## src/rtl/tx_pkg.sv

```systemverilog
// tx_pkg: shared types and constants for the serial frame transmitter
package tx_pkg;
    typedef enum logic [1:0] {IDLE, PREAMBLE, SYNC, PAYLOAD} state_t;
    localparam logic [15:0] SYNC_WORD_DEF = 16'h2DD4;
    localparam logic [6:0]  PRBS7_SEED    = 7'h7F;
    localparam logic [6:0]  PRBS7_TAPS    = 7'b110_0000;
endpackage

```

## src/rtl/lfsr7_scrambler.sv

```systemverilog
// lfsr7_scrambler: PRBS7 (x^7+x^6+1) generator, output taken from the MSB
module lfsr7_scrambler import tx_pkg::*; (
    input  logic clk,
    input  logic rst,
    input  logic load,
    input  logic advance,
    output logic prbs_bit
);
    logic [6:0] r_lfsr;
    // reseed on load, otherwise shift one step per advance
    always_ff @(posedge clk or posedge rst) begin
        if (rst) r_lfsr <= PRBS7_SEED;
        else if (load) r_lfsr <= PRBS7_SEED;
        else if (advance) r_lfsr <= {r_lfsr[5:0], ^(r_lfsr & PRBS7_TAPS)};
    end
    assign prbs_bit = r_lfsr[6];
endmodule

```

## src/rtl/tx_framer.sv

```systemverilog
// tx_framer: serialises preamble, sync word and an optionally scrambled payload
module tx_framer import tx_pkg::*; #(
    parameter int          SYMBOL_DIV    = 16,
    parameter int          PREAMBLE_BITS = 16,
    parameter logic [15:0] SYNC_WORD     = SYNC_WORD_DEF
) (
    input  logic       clk,
    input  logic       rst,
    input  logic       start,
    input  logic [7:0] frame_len,
    input  logic       scram_en,
    input  logic [7:0] byte_in,
    input  logic       byte_valid,
    output logic       byte_ready,
    output logic       data_out,
    output logic       bit_strobe,
    output logic       busy,
    output logic       done,
    output logic       underrun
);
    localparam int CW = $clog2(SYMBOL_DIV);
    state_t      r_state, w_state_nxt;
    logic [CW-1:0] r_cnt;
    logic [15:0] r_bitcnt, w_bitcnt_nxt;
    logic [7:0]  r_len, r_sent, w_sent_nxt, r_acc, r_buf, r_sh, w_sh_nxt, w_nb;
    logic        r_scram, r_full, r_under, r_data, r_strobe;
    logic        w_wrap, w_prbs, w_mask, w_data_nxt, w_strobe_nxt;
    logic        w_load, w_adv, w_take, w_done, w_xfer;

    lfsr7_scrambler u_prbs (
        .clk      (clk),
        .rst      (rst),
        .load     (w_load),
        .advance  (w_adv),
        .prbs_bit (w_prbs)
    );

    assign w_wrap     = (r_state != IDLE) && (r_cnt == CW'(SYMBOL_DIV - 1));
    assign w_mask     = r_scram & w_prbs;
    assign w_nb       = r_full ? r_buf : 8'h00;
    assign byte_ready = (r_state == SYNC || r_state == PAYLOAD) && !r_full && (r_acc < r_len);
    assign w_xfer     = byte_valid && byte_ready;
    assign busy       = r_state != IDLE;
    assign done       = w_done;
    assign data_out   = r_data;
    assign bit_strobe = r_strobe;
    assign underrun   = r_under;

    // next state and next serial bit, decided at start and on every bit-timer wrap
    always_comb begin
        w_state_nxt  = r_state;
        w_bitcnt_nxt = r_bitcnt;
        w_sent_nxt   = r_sent;
        w_sh_nxt     = r_sh;
        w_data_nxt   = r_data;
        w_strobe_nxt = 1'b0;
        w_load       = 1'b0;
        w_adv        = 1'b0;
        w_take       = 1'b0;
        w_done       = 1'b0;
        if (r_state == IDLE) begin
            if (start) begin
                w_state_nxt  = PREAMBLE;
                w_bitcnt_nxt = '0;
                w_sent_nxt   = '0;
                w_data_nxt   = 1'b1;
                w_strobe_nxt = 1'b1;
                w_load       = 1'b1;
            end
        end else if (w_wrap) begin
            w_strobe_nxt = 1'b1;
            case (r_state)
                PREAMBLE: begin
                    if (r_bitcnt == 16'(PREAMBLE_BITS - 1)) begin
                        w_state_nxt  = SYNC;
                        w_bitcnt_nxt = '0;
                        w_data_nxt   = SYNC_WORD[15];
                    end else begin
                        w_bitcnt_nxt = r_bitcnt + 16'd1;
                        w_data_nxt   = r_bitcnt[0];
                    end
                end
                SYNC: begin
                    if (r_bitcnt == 16'd15) begin
                        w_done      = r_len == 8'd0;
                        w_take      = r_len != 8'd0;
                        w_state_nxt = PAYLOAD;
                    end else begin
                        w_bitcnt_nxt = r_bitcnt + 16'd1;
                        w_data_nxt   = SYNC_WORD[4'd14 - r_bitcnt[3:0]];
                    end
                end
                PAYLOAD: begin
                    if (r_bitcnt[2:0] == 3'd7) begin
                        w_sent_nxt = r_sent + 8'd1;
                        w_done     = (r_sent + 8'd1) == r_len;
                        w_take     = (r_sent + 8'd1) != r_len;
                    end else begin
                        w_bitcnt_nxt = r_bitcnt + 16'd1;
                        w_data_nxt   = r_sh[7] ^ w_mask;
                        w_sh_nxt     = {r_sh[6:0], 1'b0};
                        w_adv        = 1'b1;
                    end
                end
                default: ;
            endcase
            if (w_take) begin
                w_bitcnt_nxt = '0;
                w_data_nxt   = w_nb[7] ^ w_mask;
                w_sh_nxt     = {w_nb[6:0], 1'b0};
                w_adv        = 1'b1;
            end
            if (w_done) begin
                w_state_nxt  = IDLE;
                w_data_nxt   = 1'b0;
                w_strobe_nxt = 1'b0;
            end
        end
    end

    // FSM state register
    always_ff @(posedge clk or posedge rst) begin
        if (rst) r_state <= IDLE;
        else r_state <= w_state_nxt;
    end

    // bit timer, serial output, holding buffer and frame bookkeeping
    always_ff @(posedge clk or posedge rst) begin
        if (rst) begin
            r_cnt    <= '0;
            r_bitcnt <= '0;
            r_sent   <= '0;
            r_sh     <= '0;
            r_data   <= 1'b0;
            r_strobe <= 1'b0;
            r_len    <= '0;
            r_scram  <= 1'b0;
            r_acc    <= '0;
            r_buf    <= '0;
            r_full   <= 1'b0;
            r_under  <= 1'b0;
        end else begin
            r_cnt    <= (r_state == IDLE || w_wrap) ? '0 : r_cnt + 1'b1;
            r_bitcnt <= w_bitcnt_nxt;
            r_sent   <= w_sent_nxt;
            r_sh     <= w_sh_nxt;
            r_data   <= w_data_nxt;
            r_strobe <= w_strobe_nxt;
            if (w_load) begin
                r_len   <= frame_len;
                r_scram <= scram_en;
                r_acc   <= '0;
                r_full  <= 1'b0;
                r_under <= 1'b0;
            end else begin
                if (w_xfer) begin
                    r_buf  <= byte_in;
                    r_full <= 1'b1;
                    r_acc  <= r_acc + 8'd1;
                end else if (w_take) begin
                    r_full <= 1'b0;
                end
                if (w_take && !r_full) r_under <= 1'b1;
            end
        end
    end
endmodule

```

## config.mk

```make
export PLATFORM = sky130hd
export DESIGN_NAME = tx_framer
export DESIGN_NICKNAME = d
export VERILOG_FILES = /design/src/rtl/tx_pkg.sv /design/src/rtl/lfsr7_scrambler.sv /design/src/rtl/tx_framer.sv
export SDC_FILE = /design/constraint.sdc
export NUM_CORES = 1
export LEC_CHECK = 0
export CAP_MARGIN = 5
export CORE_UTILIZATION = 45
export DETAILED_ROUTE_END_ITERATION = 8
export DONT_BUFFER_PORTS = 1
export HOLD_SLACK_MARGIN = 0.12
export SYNTH_ARGS = -nofsm -noshare
export SYNTH_HDL_FRONTEND = slang
export SYNTH_SLANG_ARGS = --single-unit
```

## constraint.sdc

```tcl
create_clock -name clk -period 6.8 [get_ports clk]
set_input_delay 1.36 -clock clk [delete_from_list [all_inputs] [get_ports clk]]
set_output_delay 1.36 -clock clk [all_outputs]
set_load 0.05 [all_outputs]
```

==> run summary <==
Max VDD drop - 0.138 mV
FF+latch count, synth - 73
Most frequent cells in the layout - 66 x dfrtp_1, 52 x nand2_1, 41 x nor2_1, 28 x a21oi_1, 28 x inv_1
Post-layout min period - 4.65 ns
Setup crit end kind - output port
DR pass1 iterations - 4
CTS tree - done
Fill cells - 892
Vias in the first global route - 3060
Status - finished clean
CTS buffer count - 9
XOR/XNOR Fraction of Synth Area - 4.31%
Design area - 0.00454 mm²
Util after Layout - 49.3%
# nets final - 500
Max Cap Violations - 0
Post-Synthesis Cells - 467
Resized cells post-CTS - 0
Final setup vio count - 0
Synth Area in Compound Gates - 19.5%
Num Clock Sinks - 73
Crit path DAT - 3.29 ns
Skew-Pair Late Insertion Delay - 0.35 ns
Seq/Total Area, Yosys - 43.0%
Total negative slack - 0 ns
Post-DP HPWL - 6380 µm
Area of the core - 0.00920 mm²
CP required - 5.44 ns
Grt ovf - 0
CTS HTree Levels - 3
Ys flop type - dfrtp_1
Largest family of logic cells by synthesized area - simple AND/OR/NAND/NOR gates
Final worst setup slack - 2.15 ns
Max Clk Rate - 0.215 GHz
Post-CTS Setup Repair Bufs - 0
Placed cell areas - 0.00431 mm²
Multiplexer share of the synthesized area - 2.35%
Sw frac - 40.1%
Worst hold path class - flip-flop to flip-flop
DR vias/cell - 5.79
I/O pins - 27
Global-route wire length before repair - 15200 µm
Die area - 0.00988 mm²
Clk pin slew, worst setup/hold paths - 0.08 ns
Slew margin rel. - 31.4%
Diode count - 0
Comb power frac - 34.7%
Root buf cell - clkbuf_8
Iteration-0 DRC Markers - 114
Layout cells sized above 1 - 10.5%
Reg2Reg Depth - 8
Clock buffer depth - 2
Final Hold Fails - 0
Vias - 3335
Slew Viols, Final - 0
DIE WIDTH - 99.4 µm
Dpl ws - 2.57 ns
Synth-to-Final Area Change - 6.33%
Hold Crit Depth - 2
Distinct cells, synth - 65
Post-Synth Adder-Cell Area - 5.57%
Post-synth EDFFs - 0
Gr usage total - 19.5%
RSZ-0062 raised after global routing - no
Mean cell area of the mapped netlist - 9.14 µm²
Clock power share - 22.6%
Largest net degree at the start of global routing - 74
Die Ht - 99.4 µm
Simple-gate area share of the yosys netlist - 20.2%
Critical path class - flip-flop to output port
Routed len/inst - 15.9 µm
Hold Buf Count CTS - 0
Synth Warn # - 0
Pwr Total - 1.73 mW
Initial core utilization - 46.4%
Async S/R FF share, synth - 100%
Post-route DRC - 0
Commonest non-fill, non-tap cell in the layout - dfrtp_1
Sequential power share - 42.7%
Netlist Area Pre-Place - 0.00427 mm²
Internal power - 1.04 mW
RePlAce Congestion - 0.832
PortBufs - 0
Total routed wirelength - 9140 µm
Leak Pwr - 1.99 nW
Switch Pwr - 0.695 mW
Initial antenna violation count - 0
CP startpoint kind - flip-flop
Clock skew - 0.00908 ns
Post-synth net total - 507
Max Fanout on Critical Path - 14
Pwr dens - 382 mW/mm²
Worst slew pin tran - 1.03 ns
Rows - 35
Tcrit/Tclk final - 68.4%
Post-route ant nets - 0
through the flow:
stage	hold slack (ns)	instances
floorplan	0.446	467
global placement	0.459	560
detailed placement	0.463	560
CTS	0.484	576
global route	0.516	576
finish	0.483	576
routing by layer:
layer  track usage, %  up-vias  wire [µm]
met3             4.01        9        306
met4             6.22        0         97
met2             30.0       51       4060
met1             27.5     1615       4670
li1                 -     1660          -
met5                0        -          0
worst max-delay path, stage by stage (launching register included):
cell and delay [ns]:
dfrtp_1 0.45, inv_1 0.11, ha_1 0.35, inv_1 0.43, nand4_1 0.67, nor2_1 0.94
kinds of logic (layout without fill, tap and decap cells):
kind of cell,after synthesis,after routing
DFF,73,73
AOI/OAI and AO/OA,120,120
xor gates and xnor gates,21,21
muxes,9,9
buffers and inverters,49,47
adders and majority gates,19,19
and+or+nand+nor,176,176
state kept, by name, indices dropped and copies added, names as in the netlist:
name	flops
r_scram	1
r_sent	8
r_acc	8
r_sh	7
r_cnt	4
r_bitcnt	16
r_state	2
bit_strobe	1
r_full	1
r_len	8
underrun	1
r_buf	8
u_prbs.r_lfsr	7
data_out	1
power groups by stage:
stage               clock (mW)  sequential, mW  combinational, mW
floorplan                    0           0.686              0.525
global placement             0           0.744              0.591
detailed placement           0           0.749              0.601
CTS                      0.402           0.740              0.606
global route             0.421           0.767              0.681
finish                   0.392           0.741              0.602
Yosys cell counts (6+ instances only):
| library cell | number | share of area [%] |
|---|---|---|
| a21oi_1 | 28 | 3.3 |
| nor4_1 | 6 | 0.88 |
| dfrtp_1 | 66 | 39 |
| inv_1 | 29 | 2.6 |
| nor2_1 | 41 | 3.6 |
| nand3_1 | 20 | 2.3 |
| a31oi_1 | 10 | 1.5 |
| xnor2_1 | 9 | 1.8 |
| and3_1 | 6 | 0.88 |
| ha_1 | 19 | 5.6 |
| mux2_2 | 8 | 2.1 |
| xor2_1 | 12 | 2.5 |
| o21ai_0 | 25 | 2.9 |
| a211oi_1 | 7 | 1.2 |
| nand2_1 | 52 | 4.6 |
| or3_1 | 6 | 0.88 |
| and2_1 | 6 | 0.88 |
| clkbuf_1 | 9 | 0.79 |
| nor3_1 | 11 | 1.3 |
| dfstp_2 | 7 | 4.3 |
worst paths after layout:
path,from,end,slack [ns]
setup / recovery,r_state[0],done,2.15
hold / removal,r_scram,r_scram,0.48
setup reg to reg,r_len[5],r_buf[5],3.49
hold reg to reg,r_scram,r_scram,0.48
max in group asynchronous,rst,r_bitcnt[2],5.02
min in group asynchronous,rst,r_acc[0],1.19
area by class of cell:
class	count	area, µm²	area share [%]
clock buffer	10	138	3.03
clock inverter	6	90.1	1.99
inverter	30	113	2.48
multi-input combinational	345	2220	48.8
sequential	73	1840	40.4
tap	111	139	3.06
timing repair buffer	1	7.51	0.165
No activity file was read; power rests on OpenSTA's default activity.
